File: src/rtl/dmem_pkg.sv
// rtl/dmem_pkg.sv - shared FSM encoding and default widths for the data-memory arbiter
package dmem_pkg;

  typedef enum logic [1:0] {
    ST_IDLE  = 2'd0,
    ST_ISSUE = 2'd1,
    ST_WAIT  = 2'd2
  } state_e;

  localparam int DEF_AW      = 32;
  localparam int DEF_DW      = 32;
  localparam int DEF_TIMEOUT = 16;

endpackage

File: src/rtl/rr_arb2.sv
// rtl/rr_arb2.sv - two-way combinational grant from valids, last winner and priority mode
module rr_arb2
  import dmem_pkg::*;
#(
  parameter int FIXED_PRIO = 0
) (
  input  logic valid0,
  input  logic valid1,
  input  logic rr_last,
  output logic gnt_any,
  output logic gnt_sel
);

  always_comb begin
    gnt_any = valid0 | valid1;
    gnt_sel = 1'b0;
    if (valid0 && valid1) begin
      // on a tie the port that did not win last time goes first
      gnt_sel = (FIXED_PRIO != 0) ? 1'b0 : ~rr_last;
    end else if (valid1) begin
      gnt_sel = 1'b1;
    end
  end

endmodule

File: src/rtl/dmem_arbiter.sv
// rtl/dmem_arbiter.sv - shares one data-memory interface between the load/store unit
// and the loader/debug port, one access at a time with a rdy watchdog
module dmem_arbiter
  import dmem_pkg::*;
#(
  parameter int AW         = DEF_AW,
  parameter int DW         = DEF_DW,
  parameter int FIXED_PRIO = 0,
  parameter int TIMEOUT    = DEF_TIMEOUT
) (
  input  logic          clk,
  input  logic          rst_n,
  input  logic          req0_valid,
  input  logic          req0_we,
  input  logic [AW-1:0] req0_addr,
  input  logic [DW-1:0] req0_wdata,
  output logic [DW-1:0] req0_rdata,
  output logic          req0_done,
  output logic          req0_err,
  input  logic          req1_valid,
  input  logic          req1_we,
  input  logic [AW-1:0] req1_addr,
  input  logic [DW-1:0] req1_wdata,
  output logic [DW-1:0] req1_rdata,
  output logic          req1_done,
  output logic          req1_err,
  output logic          mem_wen,
  output logic          mem_ren,
  output logic [DW-1:0] mem_wd,
  output logic [AW-1:0] mem_addr,
  input  logic [DW-1:0] mem_out,
  input  logic          mem_rdy
);

  localparam int CW = $clog2(TIMEOUT + 1);

  state_e        state_q, state_d;
  logic          gnt_q, gnt_d;
  logic          we_q, we_d;
  logic          rr_last_q, rr_last_d;
  logic [CW-1:0] cnt_q, cnt_d;
  logic          mem_wen_q, mem_wen_d;
  logic          mem_ren_q, mem_ren_d;
  logic [DW-1:0] mem_wd_q, mem_wd_d;
  logic [AW-1:0] mem_addr_q, mem_addr_d;
  logic [DW-1:0] rdata0_q, rdata0_d;
  logic [DW-1:0] rdata1_q, rdata1_d;
  logic          done0_q, done0_d;
  logic          done1_q, done1_d;
  logic          err0_q, err0_d;
  logic          err1_q, err1_d;

  logic          gnt_any;
  logic          gnt_sel;
  logic          sel_we;
  logic [AW-1:0] sel_addr;
  logic [DW-1:0] sel_wd;
  logic          finish;
  logic          timed_out;

  rr_arb2 #(
    .FIXED_PRIO(FIXED_PRIO)
  ) u_arb (
    .valid0  (req0_valid),
    .valid1  (req1_valid),
    .rr_last (rr_last_q),
    .gnt_any (gnt_any),
    .gnt_sel (gnt_sel)
  );

  assign sel_we    = gnt_sel ? req1_we    : req0_we;
  assign sel_addr  = gnt_sel ? req1_addr  : req0_addr;
  assign sel_wd    = gnt_sel ? req1_wdata : req0_wdata;
  assign timed_out = (cnt_q == CW'(TIMEOUT - 1));
  assign finish    = (state_q == ST_WAIT) && (mem_rdy || timed_out);

  always_comb begin
    state_d    = state_q;
    gnt_d      = gnt_q;
    we_d       = we_q;
    rr_last_d  = rr_last_q;
    cnt_d      = cnt_q;
    mem_wen_d  = 1'b0;
    mem_ren_d  = 1'b0;
    mem_wd_d   = mem_wd_q;
    mem_addr_d = mem_addr_q;
    rdata0_d   = rdata0_q;
    rdata1_d   = rdata1_q;
    done0_d    = 1'b0;
    done1_d    = 1'b0;
    err0_d     = 1'b0;
    err1_d     = 1'b0;

    case (state_q)
      ST_IDLE: begin
        // the done cycle is not a sampling cycle: a valid held through done is a new request next cycle
        if (gnt_any && !done0_q && !done1_q) begin
          gnt_d      = gnt_sel;
          we_d       = sel_we;
          mem_addr_d = sel_addr;
          mem_wd_d   = sel_wd;
          mem_wen_d  = sel_we;
          mem_ren_d  = ~sel_we;
          state_d    = ST_ISSUE;
        end
      end
      ST_ISSUE: begin
        cnt_d   = '0;
        state_d = ST_WAIT;
      end
      ST_WAIT: begin
        cnt_d = cnt_q + 1'b1;
        if (finish) begin
          if (mem_rdy && !we_q) begin
            if (gnt_q) rdata1_d = mem_out;
            else       rdata0_d = mem_out;
          end
          done0_d   = ~gnt_q;
          done1_d   = gnt_q;
          err0_d    = ~gnt_q & ~mem_rdy;
          err1_d    = gnt_q & ~mem_rdy;
          rr_last_d = gnt_q;
          state_d   = ST_IDLE;
        end
      end
      default: state_d = ST_IDLE;
    endcase
  end

  always_ff @(posedge clk or negedge rst_n) begin
    if (!rst_n) begin
      state_q    <= ST_IDLE;
      gnt_q      <= 1'b0;
      we_q       <= 1'b0;
      rr_last_q  <= 1'b1;
      cnt_q      <= '0;
      mem_wen_q  <= 1'b0;
      mem_ren_q  <= 1'b0;
      mem_wd_q   <= '0;
      mem_addr_q <= '0;
      rdata0_q   <= '0;
      rdata1_q   <= '0;
      done0_q    <= 1'b0;
      done1_q    <= 1'b0;
      err0_q     <= 1'b0;
      err1_q     <= 1'b0;
    end else begin
      state_q    <= state_d;
      gnt_q      <= gnt_d;
      we_q       <= we_d;
      rr_last_q  <= rr_last_d;
      cnt_q      <= cnt_d;
      mem_wen_q  <= mem_wen_d;
      mem_ren_q  <= mem_ren_d;
      mem_wd_q   <= mem_wd_d;
      mem_addr_q <= mem_addr_d;
      rdata0_q   <= rdata0_d;
      rdata1_q   <= rdata1_d;
      done0_q    <= done0_d;
      done1_q    <= done1_d;
      err0_q     <= err0_d;
      err1_q     <= err1_d;
    end
  end

  assign mem_wen    = mem_wen_q;
  assign mem_ren    = mem_ren_q;
  assign mem_wd     = mem_wd_q;
  assign mem_addr   = mem_addr_q;
  assign req0_rdata = rdata0_q;
  assign req0_done  = done0_q;
  assign req0_err   = err0_q;
  assign req1_rdata = rdata1_q;
  assign req1_done  = done1_q;
  assign req1_err   = err1_q;

endmodule
File: config.mk
export PLATFORM = sky130hd
export DESIGN_NAME = dmem_arbiter
export DESIGN_NICKNAME = d
export VERILOG_FILES = /design/src/rtl/dmem_pkg.sv /design/src/rtl/rr_arb2.sv /design/src/rtl/dmem_arbiter.sv
export SDC_FILE = /design/constraint.sdc
export NUM_CORES = 1
export LEC_CHECK = 0
export CORE_MARGIN = 1
export CORE_UTILIZATION = 42
export CTS_BUF_LIST = sky130_fd_sc_hd__clkbuf_8
export DETAILED_ROUTE_END_ITERATION = 7
export PLACE_DENSITY = 0.83
export SLEW_MARGIN = 15
export SYNTH_ARGS = -nofsm -noshare
export SYNTH_HDL_FRONTEND = slang
export SYNTH_SLANG_ARGS = --single-unit
export TNS_END_PERCENT = 5
File: constraint.sdc
create_clock -name clk -period 2.5 [get_ports clk]
set_clock_uncertainty 0.2 [all_clocks]
set_input_delay 0.25 -clock clk [delete_from_list [all_inputs] [get_ports clk]]
set_output_delay 0.25 -clock clk [all_outputs]
set_load 0.005 [all_outputs]
# Yosys cells after proc, flatten, opt, wreduce, memory -nomap -nowiden

Cells that the tools add are included.

Add/subtract/negate cells: 1
Multipliers: 0
Divide/modulo/power cells: 0
$lt $le $gt $ge: 0
Equality and inequality tests: 5
Shifts and indexed selects: 0
Multiplexer cells: 21
Bitwise logic cells: 7
Reduce and logical (&&, ||, !) cells: 16

Operator list:

| kind                                                                   | count |
|---|---|
| 32-bit two-way mux                                                     | 2 |
| 1-bit two-way mux                                                      | 15 |
| 5-bit case mux with 2 select lines                                     | 1 |
| 4-bit AND reduction                                                    | 2 |
| 2-bit case mux with 3 select lines                                     | 1 |
| 2-bit AND reduction                                                    | 3 |
| 5-bit by 1-bit adder with 5-bit output (second input constant)         | 1 |
| 5-bit by 4-bit equality test with 1-bit output (second input constant) | 1 |
| 1-bit logical AND                                                      | 5 |
| 2-bit two-way mux                                                      | 2 |
| 2-bit != test (second input constant)                                  | 2 |
| 1-bit inverter                                                         | 4 |
| 1-bit zero test                                                        | 3 |
| 1-bit bitwise AND                                                      | 2 |
| 2-bit by 1-bit equality test with 1-bit output (second input constant) | 1 |
| 2-bit equality test (second input constant)                            | 1 |
| 2-bit zero test                                                        | 1 |
| 2-bit nonzero test                                                     | 1 |
| 1-bit logical OR                                                       | 1 |
| 1-bit OR                                                               | 1 |

Flip-flop bits (word level): 144
Bits in latches: 0
Memory bits (writable): 0
Memory bits (read-only): 0
Output and inout bits: 134
Word-level logic and storage cells: 65
Memories: 0

# Longest topological paths before layout

Word-level depth: 6
Mapped depth: 7
Mapped depth without buffers: 6

# Cells and area by module

From an unflattened synthesis, not the netlist that was laid out.

Cell total of the unflattened synthesis: 482
Area total of the unflattened synthesis: 6103.4 um^2

Modules (own cells, without submodules):

| module       | instances | cells each | area an instance (um^2) | seq. area each (um^2) |
|---|---|---|---|---|
| dmem_arbiter | 1         | 480        | 6089.6                  | 3604.7 |
| rr_arb2      | 1         | 2          | 13.8                    | 0.0 |

# Worst setup path before layout

Ideal clock, no wire load.

Path kind: flip-flop to flip-flop
From: register state_q[0]
To: register rdata0_q[11] (netlist: req0_rdata[11])
Setup time: 0.125 ns
Data arrival time: 1.549 ns
Required time: 2.175 ns
Setup slack: 0.626 ns
Stages on the path, launching flop included: 7
Buffers on the path: 1
Path through: dfrtp_1 > inv_1 > ha_1 > nand2b_1 > nor3b_2 > buf_4 > mux2_2

Cells in the longest elaborated chain, start to end: 3

RTL lines:

| element                                  | RTL line                               | text |
|---|---|---|
| start: declaration                       | dmem_arbiter.sv:37                     | `state_e state_q, state_d;` |
| start signal: assignment                 | dmem_arbiter.sv:148                    | `state_q <= state_d;` |
| 2-bit equality test (*)                  | dmem_arbiter.sv:75, dmem_arbiter.sv:94 |  |
| 1-bit logical AND                        | dmem_arbiter.sv:75                     | `assign finish = (state_q == ST_WAIT) && (mem_rdy \|\| timed_out);` |
| 4-bit AND reduction (no source line) (*) | --                                     |  |
| end signal: assignment                   | dmem_arbiter.sv:157                    | `rdata0_q <= rdata0_d;` |
| end: declaration                         | dmem_arbiter.sv:46                     | `logic [DW-1:0] rdata0_q, rdata0_d;` |

Every way passes the cells marked *; elsewhere a longest branch is shown, timed or not.
A chain may end at the register's enable or synchronous reset.

# Worst setup path in the final report

From: register cnt_q[0]
To: register state_q[1]

Cells in the longest elaborated chain, start to end: 5

RTL lines:

| element                                        | RTL line            | text |
|---|---|---|
| start: declaration                             | dmem_arbiter.sv:41  | `logic [CW-1:0] cnt_q, cnt_d;` |
| start signal: assignment                       | dmem_arbiter.sv:152 | `cnt_q <= cnt_d;` |
| 5-bit by 4-bit equality test with 1-bit output | dmem_arbiter.sv:74  | `assign timed_out = (cnt_q == CW'(TIMEOUT - 1));` |
| 1-bit logical OR                               | dmem_arbiter.sv:75  |  |
| 1-bit logical AND                              | dmem_arbiter.sv:75  |  |
| 2-bit != test (no source line)                 | --                  |  |
| 2-bit AND reduction (no source line)           | --                  |  |

Every way passes these cells.

==> results by group <==
Setup path
  • Critical path's largest stage delay: roughly 0.41 ns
  • Cell family with most CP delay: simple AND/OR/NAND/NOR gates
  • Required time of the critical path: ~2.6 ns
  • Worst R2R End: state_q[1]$_DFFE_PN0P_
  • Crit path launch type: flip-flop
  • Crit-path most repeated cell: ha_1
  • Setup crit end kind: flip-flop
  • Arr. time, crit path: 2.14 ns
  • Critical path class: reg -> reg
  • R2R Setup Slk: between 0.4 and 0.5 ns
  • WP depth: 6
  • Capture point of the critical path: state_q[1]$_DFFE_PN0P_
  • Worst Path Buf+Inv: 0
  • Critical Path, Cell by Cell: ha_1, and3_1, ha_1, nor2_1, a21oi_1, mux2_2
  • Worst-path fanout max: 5
  • Critical Path Source: cnt_q[0]$_DFFE_PN0P_
  • R2R cell count: 6
  • Crit-path slowest cell: dfrtp_1
  • Worst flop-to-flop path startpoint: cnt_q[0]$_DFFE_PN0P_

Yosys
  • Sequential fraction of the synthesis area: 0.595
  • Synthesized cell area: 0.00605 mm2
  • Yosys warns: 0
  • Yosys top cell area share: 0.591
  • Top cells by count, synth: dfrtp_1, nor2_1, a21oi_1
  • EDFF count, synth: 0
  • Most frequent cell after synthesis: dfrtp_1
  • Mapped Cells: 482
  • #FFs+latches synth: 144
  • Cell taking the most area after synthesis: dfrtp_1
  • Post-synth ARST share: 1.00
  • Unique masters post-synth: 29
  • Mapped Nets: 654
  • Synth area leaders: dfrtp_1, mux2_2, mux2i_1
  • Ys flop type: dfrtp_1
  • Mapped Avg Cell Area: 12.6 um2

Final layout
  • Area of the multi-input gates: 0.00228 mm2
  • Register area: about 0.0036 mm2
  • Fraction of layout cells with a size suffix above 1: 0.138
  • Nets: ~950
  • Post-Layout Inst Area: around 0.0097 mm2
  • Layout area overhead: 59.9%
  • Fillers: 998

Power
  • Pwr/cell area: 1080 mW/mm2
  • Power share of the clock group: 0.165
  • PnR Total Power: between 10 and 15 mW
  • Register share of total power: 0.386
  • Comb pwr share: 0.450
  • Switching power: 3.28 mW
  • VDD IR max: roughly 0.62 mV
  • Switch share: 0.314
  • Int Pwr: around 7.2 mW
  • P_leak: 4.15 nW

CTS
  • Worst skew pair latency: 0.43 ns
  • CTS Buf Count: 17
  • Longest Clk Path Bufs: 2
  • CTS Root Cell: clkbuf_8
  • Worst-path clk slew: 0.08 ns
  • H-Tree Depth: 4
  • Post_cts resized: 0
  • CTS tree: yes
  • Sink Count: 144
  • Post-CTS Setup Bufs: 0

Timing
  • Fin crit period: 2.03 ns
  • Setup_tns: 0 ns
  • Slew @ Worst Pin: approximately 0.6 ns
  • Rel. slew slack: 0.607
  • RSZ-0062 raised after global routing: false
  • Setup WS post-layout: 0.470 ns
  • Fmax: 493 MHz
  • Final Hold Viols: 0
  • Fin crit share: 0.812
  • Setup violators final: 0
  • Final Max Tran Viols: 0

Routing
  • WL final: about 16 mm
  • Routed vias: ~4800
  • Pre-antenna DRT Iters: 5
  • Starting DRC count in detailed routing: 112
  • Post-route ant nets: 0
  • DRC viols: 0
  • Via/cell ratio: approximately 4.9
  • WL per Instance: 16.7 um

Flow run
  • MaxCap Viol Count: 0

GRT
  • Global-route wire length before repair: 25.3 mm
  • Initial antenna violation count: 1
  • Vias in the first global route: 5132
  • Total GRT Usage: 0.226
  • Grt total ovfl: 0
  • Largest net degree at the start of global routing: 98

Min path
  • Hold Path Class: in -> async

Place
  • Placed cell areas: 0.00929 mm2
  • Buffers on Ports: 300
  • HPWL after DPL: ~12 mm
  • Worst slack, placed: 0.313 ns
  • Gpl congestion: 0.854

Floorplanning
  • # rows: 43
  • Chip Width: 122 um
  • Die area: 0.0149 mm2
  • Initial Util: 0.433
  • Die height: 122 um
  • Core Box Area: 0.0140 mm2
  • I/O Pins: between 300 and 400

Outcome
  • Status: complete, no violations
==> layout by cell type (no fill, tap or decap), types with 2 or more instances in the layout <==
cell               n
buf_12             7
clkinvlp_4         2
buf_4              2
clkinv_4           4
o21ai_0            5
nor2_1            72
clkinv_2           5
clkdlybuf4s50_1  299
ha_1               5
inv_1              6
nand2_1            3
clkbuf_8          19
mux2i_1           66
nand2b_1           2
mux2_2            64
dfrtp_1          143
mux2_1             2
a21oi_1           68
nand3_1            3
==> power groups by stage <==
stage,Sequential (mW),Combinational (mW),Clock [mW]
final,4.04,4.70,1.72
after floorplan,4.08,1.79,0
after global routing,4.18,5.09,1.90
after global placement,4.02,4.60,0
after detailed placement,4.08,4.74,0
after CTS,4.05,4.77,1.78
==> how the worst min path moves through the flow <==
| stage | end | slack, ns | cells after the start |
|---|---|---|---|
| after floorplan | cnt_q[0]$_DFFE_PN0P_ | -0.25 | 0 |
| after global placement | req0_rdata[16]$_DFFE_PN0P_ | 0.07 | 1 |
| after detailed placement | req0_rdata[16]$_DFFE_PN0P_ | 0.08 | 1 |
| after CTS | req0_rdata[16]$_DFFE_PN0P_ | 0.16 | 2 |
| after global routing | req1_rdata[16]$_DFFE_PN0P_ | 0.18 | 2 |
| final | req0_rdata[16]$_DFFE_PN0P_ | 0.17 | 2 |
==> through the flow <==
step / util / cells / hold WS (ns)
6_report: 0.692 / 976 / 0.166
5_1_grt: 0.692 / 976 / 0.176
4_1_cts: 0.692 / 975 / 0.156
3_5_place_dp: 0.664 / 942 / 0.0797
3_3_place_gp: 0.664 / 942 / 0.0678
2_1_floorplan: - / 482 / -0.246
==> state kept, by name, indices dropped and copies added (netlist names), 2 cells and up <==
name        cells
cnt_q           5
mem_addr       32
mem_wd         32
state_q         2
req1_rdata     32
req0_rdata     32
==> kinds of logic after synthesis <==
family / share of synthesized area
adder cells (fa/ha/maj): 0.0103
multiplexers: 0.232
AO/OA/AOI/OAI: 0.0678
buffers and inverters: 0.0304
flip-flops: 0.595
AND/OR/NAND/NOR: 0.0641
==> per-layer routing <==
metal  part of all wire  global-route usage  wire length [um]  up-vias
met1               0.38               0.249              6220     2293
met2               0.52               0.394              8460      189
met5                  0                   0                 0        -
li1                   -                   -                 -     2281
met3              0.071              0.0698              1170       36
met4              0.030               0.114               492        0
==> timing repair <==
action / in CTS / in global routing
hold buffers: 1 / 0
endpoints found under the setup margin: 0 / 0
hold endpoints to repair: 61 / 0
==> layout make-up <==
cell class                      count  share of cell area
Antenna cell                        1            0.000259
Clock buffer                       19              0.0270
Clock inverter                     13              0.0118
Inverter                            6             0.00233
Multi-Input combinational cell    303               0.235
Sequential cell                   144               0.372
Tap cell                          180              0.0233
Timing Repair Buffer              310               0.327
Note: power is estimated with default switching activity, not from simulation.
